**src/rtl/butterfly_r2_pipe.sv**
```systemverilog
// Radix-2 DIT butterfly, 3-stage pipeline: ya = a + b*W, yb = a - b*W.
// Trivial twiddles (1, -j, -1) bypass the multipliers; general twiddles round and saturate.
module butterfly_r2_pipe #(
    parameter int unsigned  DATA_W = 16,
    parameter int unsigned  TW_W   = 16,
    localparam int unsigned OUT_W  = DATA_W + 2
) (
    input  logic                     clock,
    input  logic                     reset_n,
    input  logic                     in_valid,
    output logic                     in_ready,
    input  logic signed [DATA_W-1:0] xa_re,
    input  logic signed [DATA_W-1:0] xa_im,
    input  logic signed [DATA_W-1:0] xb_re,
    input  logic signed [DATA_W-1:0] xb_im,
    input  logic [1:0]               tw_mode,
    input  logic signed [TW_W-1:0]   tw_re,
    input  logic signed [TW_W-1:0]   tw_im,
    input  logic                     scale_en,
    output logic                     out_valid,
    input  logic                     out_ready,
    output logic signed [OUT_W-1:0]  ya_re,
    output logic signed [OUT_W-1:0]  ya_im,
    output logic signed [OUT_W-1:0]  yb_re,
    output logic signed [OUT_W-1:0]  yb_im,
    output logic                     sat
);

    localparam int unsigned BW = DATA_W + 1;
    localparam int unsigned PW = DATA_W + TW_W + 1;
    localparam logic signed [PW-1:0] RND     = PW'(1) << (TW_W - 2);
    localparam logic signed [PW-1:0] SAT_MAX = PW'($signed({1'b0, {DATA_W{1'b1}}}));
    localparam logic signed [PW-1:0] SAT_MIN = PW'($signed({1'b1, {DATA_W{1'b0}}}));

    // Clamp a rounded product to BW signed bits; MSB of the result flags saturation.
    function automatic logic [BW:0] clip(input logic signed [PW-1:0] x);
        if (x > SAT_MAX)      return {1'b1, SAT_MAX[BW-1:0]};
        else if (x < SAT_MIN) return {1'b1, SAT_MIN[BW-1:0]};
        else                  return {1'b0, x[BW-1:0]};
    endfunction

    function automatic logic signed [OUT_W-1:0] halve(input logic signed [OUT_W-1:0] s);
        logic signed [OUT_W-1:0] t;
        t = s + OUT_W'(1);
        return t >>> 1;
    endfunction

    logic advance;

    logic                     v1_q, v1_d, scl1_q, scl1_d;
    logic signed [DATA_W-1:0] a_re1_q, a_re1_d, a_im1_q, a_im1_d;
    logic signed [DATA_W-1:0] b_re1_q, b_re1_d, b_im1_q, b_im1_d;
    logic [1:0]               mode1_q, mode1_d;
    logic signed [TW_W-1:0]   w_re1_q, w_re1_d, w_im1_q, w_im1_d;

    logic                     v2_q, v2_d, scl2_q, scl2_d, sat2_q, sat2_d;
    logic signed [DATA_W-1:0] a_re2_q, a_re2_d, a_im2_q, a_im2_d;
    logic signed [BW-1:0]     bp_re2_q, bp_re2_d, bp_im2_q, bp_im2_d;

    logic                     out_valid_q, out_valid_d, sat_q, sat_d;
    logic signed [OUT_W-1:0]  ya_re_q, ya_re_d, ya_im_q, ya_im_d;
    logic signed [OUT_W-1:0]  yb_re_q, yb_re_d, yb_im_q, yb_im_d;

    logic signed [BW-1:0]     bx_re, bx_im, bp_re, bp_im;
    logic signed [PW-1:0]     br_x, bi_x, wr_x, wi_x, pr_full, pi_full, pr_sh, pi_sh;
    logic [BW:0]              cr_re, cr_im;
    logic                     bp_sat;
    logic signed [OUT_W-1:0]  sa_re, sa_im, sb_re, sb_im;

    // The whole pipe moves in lock-step whenever the output slot is free or being drained.
    assign advance  = out_ready | ~out_valid_q;
    assign in_ready = advance;

    always_comb begin : s1_next
        v1_d    = v1_q;
        a_re1_d = a_re1_q;
        a_im1_d = a_im1_q;
        b_re1_d = b_re1_q;
        b_im1_d = b_im1_q;
        mode1_d = mode1_q;
        w_re1_d = w_re1_q;
        w_im1_d = w_im1_q;
        scl1_d  = scl1_q;
        if (advance) begin
            v1_d    = in_valid;
            a_re1_d = xa_re;
            a_im1_d = xa_im;
            b_re1_d = xb_re;
            b_im1_d = xb_im;
            mode1_d = tw_mode;
            w_re1_d = tw_re;
            w_im1_d = tw_im;
            scl1_d  = scale_en;
        end
    end

    always_comb begin : twiddle
        bx_re   = BW'(b_re1_q);
        bx_im   = BW'(b_im1_q);
        br_x    = PW'(b_re1_q);
        bi_x    = PW'(b_im1_q);
        wr_x    = PW'(w_re1_q);
        wi_x    = PW'(w_im1_q);
        pr_full = br_x * wr_x - bi_x * wi_x;
        pi_full = br_x * wi_x + bi_x * wr_x;
        pr_sh   = (pr_full + RND) >>> (TW_W - 1);
        pi_sh   = (pi_full + RND) >>> (TW_W - 1);
        cr_re   = clip(pr_sh);
        cr_im   = clip(pi_sh);
        bp_re   = bx_re;
        bp_im   = bx_im;
        bp_sat  = 1'b0;
        case (mode1_q)
            2'd1: begin
                bp_re = bx_im;
                bp_im = -bx_re;
            end
            2'd2: begin
                bp_re = -bx_re;
                bp_im = -bx_im;
            end
            2'd3: begin
                bp_re  = $signed(cr_re[BW-1:0]);
                bp_im  = $signed(cr_im[BW-1:0]);
                bp_sat = cr_re[BW] | cr_im[BW];
            end
            default: ;
        endcase
    end

    always_comb begin : s2_next
        v2_d     = v2_q;
        a_re2_d  = a_re2_q;
        a_im2_d  = a_im2_q;
        bp_re2_d = bp_re2_q;
        bp_im2_d = bp_im2_q;
        scl2_d   = scl2_q;
        sat2_d   = sat2_q;
        if (advance) begin
            v2_d     = v1_q;
            a_re2_d  = a_re1_q;
            a_im2_d  = a_im1_q;
            bp_re2_d = bp_re;
            bp_im2_d = bp_im;
            scl2_d   = scl1_q;
            sat2_d   = bp_sat;
        end
    end

    always_comb begin : s3_next
        sa_re       = OUT_W'(a_re2_q) + OUT_W'(bp_re2_q);
        sa_im       = OUT_W'(a_im2_q) + OUT_W'(bp_im2_q);
        sb_re       = OUT_W'(a_re2_q) - OUT_W'(bp_re2_q);
        sb_im       = OUT_W'(a_im2_q) - OUT_W'(bp_im2_q);
        out_valid_d = out_valid_q;
        ya_re_d     = ya_re_q;
        ya_im_d     = ya_im_q;
        yb_re_d     = yb_re_q;
        yb_im_d     = yb_im_q;
        sat_d       = sat_q;
        if (advance) begin
            out_valid_d = v2_q;
            ya_re_d     = scl2_q ? halve(sa_re) : sa_re;
            ya_im_d     = scl2_q ? halve(sa_im) : sa_im;
            yb_re_d     = scl2_q ? halve(sb_re) : sb_re;
            yb_im_d     = scl2_q ? halve(sb_im) : sb_im;
            sat_d       = sat2_q;
        end
    end

    always_ff @(posedge clock or negedge reset_n) begin
        if (!reset_n) begin
            v1_q        <= 1'b0;
            a_re1_q     <= '0;
            a_im1_q     <= '0;
            b_re1_q     <= '0;
            b_im1_q     <= '0;
            mode1_q     <= '0;
            w_re1_q     <= '0;
            w_im1_q     <= '0;
            scl1_q      <= 1'b0;
            v2_q        <= 1'b0;
            a_re2_q     <= '0;
            a_im2_q     <= '0;
            bp_re2_q    <= '0;
            bp_im2_q    <= '0;
            scl2_q      <= 1'b0;
            sat2_q      <= 1'b0;
            out_valid_q <= 1'b0;
            ya_re_q     <= '0;
            ya_im_q     <= '0;
            yb_re_q     <= '0;
            yb_im_q     <= '0;
            sat_q       <= 1'b0;
        end else begin
            v1_q        <= v1_d;
            a_re1_q     <= a_re1_d;
            a_im1_q     <= a_im1_d;
            b_re1_q     <= b_re1_d;
            b_im1_q     <= b_im1_d;
            mode1_q     <= mode1_d;
            w_re1_q     <= w_re1_d;
            w_im1_q     <= w_im1_d;
            scl1_q      <= scl1_d;
            v2_q        <= v2_d;
            a_re2_q     <= a_re2_d;
            a_im2_q     <= a_im2_d;
            bp_re2_q    <= bp_re2_d;
            bp_im2_q    <= bp_im2_d;
            scl2_q      <= scl2_d;
            sat2_q      <= sat2_d;
            out_valid_q <= out_valid_d;
            ya_re_q     <= ya_re_d;
            ya_im_q     <= ya_im_d;
            yb_re_q     <= yb_re_d;
            yb_im_q     <= yb_im_d;
            sat_q       <= sat_d;
        end
    end

    assign out_valid = out_valid_q;
    assign ya_re     = ya_re_q;
    assign ya_im     = ya_im_q;
    assign yb_re     = yb_re_q;
    assign yb_im     = yb_im_q;
    assign sat       = sat_q;

endmodule

```
**config.mk**
```make
export PLATFORM = sky130hd
export DESIGN_NAME = butterfly_r2_pipe
export DESIGN_NICKNAME = d
export VERILOG_FILES = /design/src/rtl/butterfly_r2_pipe.sv
export SDC_FILE = /design/constraint.sdc
export NUM_CORES = 2
export LEC_CHECK = 0
export BUFFER_PORTS_ARGS = -buffer_cell sky130_fd_sc_hd__buf_4
export CAP_MARGIN = 10
export CORE_ASPECT_RATIO = 1.4
export CORE_MARGIN = 5
export CORE_UTILIZATION = 35
export CTS_CLUSTER_DIAMETER = 150
export DETAILED_ROUTE_END_ITERATION = 12
export HOLD_SLACK_MARGIN = 0.12
export PLACE_DENSITY = 0.49
export RECOVER_POWER = 50
export SLEW_MARGIN = 5
export SYNTH_ARGS = -nofsm -noshare
export SYNTH_HDL_FRONTEND = slang
export SYNTH_SLANG_ARGS = --single-unit
```
**constraint.sdc**
```tcl
create_clock -name clock -period 12.6 [get_ports clock]
set_clock_uncertainty 0.05 [all_clocks]
set_input_delay 0.63 -clock clock [delete_from_list [all_inputs] [get_ports clock]]
set_output_delay 0.63 -clock clock [all_outputs]
set_load 0.005 [all_outputs]
```
==> reports/summary.txt <==
status -> finished, violations left
violated checks -> capacitance limit, slew limit
TritonCTS clock tree -> built
Die Span X -> 349 um
Net Count, Synth -> 7997
worst min-delay path startpoint -> tw_im[8]
die footprint -> 0.169 mm^2
TritonCTS buffer count -> 34
post-synthesis sequential area ratio -> 0.108
gr ovfl total -> 0
synth top area cells -> fa_1, dfrtp_1, inv_1
H-Tree Level Count -> 2
Area Growth Syn to Fin -> 7.59%
clk slew on worst S/H paths -> 60 ps
Routed Antenna Nets -> 0
initial antenna violation count -> 12
worst slew pin tran -> 7860 ps
residual DRC count -> 0
Yosys cell types -> 94
fin. max-slew vios -> 432
Worst Hold Depth -> 3
initial DRC count -> 2683
top cell type's share of synthesized area -> 0.418
R2R Setup Slk -> 2760 ps
critical path launch point type -> flop
HP Class -> input pin to flop
Post-Synthesis Cell Area -> 0.0564 mm^2
largest net degree at the start of global routing -> 151
Core Footprint -> 0.160 mm^2
gr usage total -> 0.219
Setup crit end kind -> output port
routed wire length -> 184 mm
WL/cell -> 21.8 um
CP max FO -> 150
setup_tns -> 0 ps
Row Count -> 174
drt via density -> 5.05
starting density of the core -> 0.352
share of cells above drive strength 1 -> 0.0506
Final HPWL DP -> 145 mm
Pre-antenna DRT Iters -> 7
Worst-Skew Late Latency -> 620 ps
Ys Warns -> 0
Ports -> 178
r2r startpoint -> b_im1_q[15]
CTS Buffer Depth -> 3
Sink Count -> 243
Cells after Synth -> 6344
RSZ-0062 raised after global routing -> false
Post-synth EDFFs -> 0
number of post-CTS setup repair buffers -> 0
Synth area leader -> fa_1
Yosys reg bits -> 243
CP Class -> flop to output port
vias in the first global route -> 46000
critical path required time -> 11920 ps
main flop type after synthesis -> dfrtp_1
depth of the worst register-to-register path -> 26
number of fill cells -> 16600
Slew headroom -> -4.24
worst reg2reg endpoint -> bp_im2_q[11]
first-pass GRT wire length -> 283 mm
Finish-stage setup viols -> 0
RD Place Congestion -> 0.912
Avg Inst Size Synth -> 8.89 um^2
Final nets -> 7949
max_cap viols -> 4
Root Driver -> clkbuf_16
period utilisation layout -> 0.784
minimum clock period -> 9880 ps
Worst EP arrival -> 9200 ps
vias -> 42600
Worst Hold End -> w_im1_q[8]
port bufs -> 177
Die Span Y -> 485 um
Final Hold Fails -> 0
maximum clock rate -> 0.101 GHz
asr flop ratio synth -> 1.00
==> repair_timing <==
action,CTS,global route
hold buffers,1,0
resized for setup,0,0
hold endpoints to repair,67,0
==> critical path: stages (launching register included) <==
cell	delay, ps
dfrtp_1	330
nor2b_1	120
clkbuf_1	5430
inv_8	1460
buf_4	850
buf_4	260
==> state kept, by name, indices dropped and copies added (netlist names), 17 cells and up <==
| signal | cells |
|---|---|
| yb_im | 18 |
| yb_re | 18 |
| ya_im | 18 |
| bp_re2_q | 17 |
| ya_re | 18 |
| bp_im2_q | 17 |
==> how the worst max path moves through the flow <==
stage	from	to	slack (ps)	cells after the start
6_report	out_valid	in_ready	2720	5
5_1_grt	out_valid	in_ready	1950	5
4_1_cts	b_im1_q[15]	bp_im2_q[2]	3110	26
3_5_place_dp	b_im1_q[15]	bp_im2_q[11]	3170	26
3_3_place_gp	b_im1_q[15]	bp_im2_q[11]	3190	26
2_1_floorplan	b_im1_q[15]	bp_im2_q[16]	4500	28
==> final cells by class <==
cell class | instances | area, um^2 | area share
inverter | 1382 | 5190 | 0.0856
sequential | 243 | 6090 | 0.100
tap | 2112 | 2640 | 0.0435
antenna | 4 | 10.0 | 0.000165
clock buffer | 46 | 987 | 0.0163
multi-input combinational | 4373 | 43800 | 0.721
clock inverter | 16 | 246 | 0.00406
timing repair buffer | 262 | 1750 | 0.0288
==> per-layer routing <==
metal	track usage	part of all wire	up-vias
met2	0.405	0.53	1131
li1	-	-	19100
met1	0.261	0.38	22100
met5	0	0.00013	-
met4	0.0827	0.047	4
met3	0.0228	0.048	262
==> layout by cell type, fill, tap and decap left out, types with 14 or more instances in the layout <==
master,n
a211oi_1,24
a21o_1,47
a21oi_1,151
a221oi_1,24
a31oi_1,48
and2_1,531
and3_1,19
buf_4,183
clkbuf_1,63
clkbuf_16,35
clkbuf_4,19
dfrtp_1,238
fa_1,1177
ha_1,373
inv_1,1379
mux2i_1,15
nand2_1,974
nand2b_1,41
nand3_1,38
nand4_1,22
nor2_1,175
nor2b_1,17
nor3_1,50
nor3b_1,14
nor4_1,19
o211ai_1,16
o21a_1,22
o21ai_0,160
o22ai_1,30
o31ai_1,17
or2_2,16
or3_1,23
or4_1,14
xnor2_1,95
xor2_1,52
==> cells by family (layout without fill, tap and decap cells) <==
logic type	count (synthesis)	in the layout	synth area share
buffers and inverters	1728	1706	0.116
multiplexers	21	21	0.00412
other	0	4	0
adder cells (fa/ha/maj)	1552	1552	0.501
flip-flops	243	243	0.108
XOR/XNOR	148	148	0.0231
AND/OR/NAND/NOR	1987	1987	0.171
AO/OA/AOI/OAI	665	665	0.0774
==> synthesized netlist by cell type, types with 22 or more instances <==
| cell | instances |
|---|---|
| nor3_1 | 50 |
| o21ai_0 | 160 |
| o21a_1 | 22 |
| fa_1 | 1177 |
| a21o_1 | 47 |
| xnor2_1 | 95 |
| inv_1 | 1379 |
| nand4_1 | 22 |
| o22ai_1 | 30 |
| or3_1 | 23 |
| a211oi_1 | 24 |
| a21oi_1 | 151 |
| nand2b_1 | 41 |
| clkbuf_1 | 306 |
| dfrtp_1 | 243 |
| and2_1 | 531 |
| nor2_1 | 175 |
| ha_1 | 373 |
| a31oi_1 | 48 |
| a221oi_1 | 24 |
| xor2_1 | 52 |
| nand2_1 | 974 |
| nand3_1 | 38 |
==> metrics by stage <==
stage / cell area [um^2] / cells / hold slack, ps / util / worst slack (ps)
CTS: 60900 / 8434 / 123 / 0.380 / 3110
floorplan: 56400 / 6344 / 284 / - / 4500
detailed placement: 59700 / 8371 / 402 / 0.372 / 3170
global route: 60700 / 8435 / 151 / 0.378 / 1950
global placement: 59700 / 8371 / 398 / 0.372 / 3190
finish: 60700 / 8438 / 159 / 0.378 / 2720
Power is not shown: default switching activity piles up to over one toggle a cycle in this logic, so the estimate is an artifact.
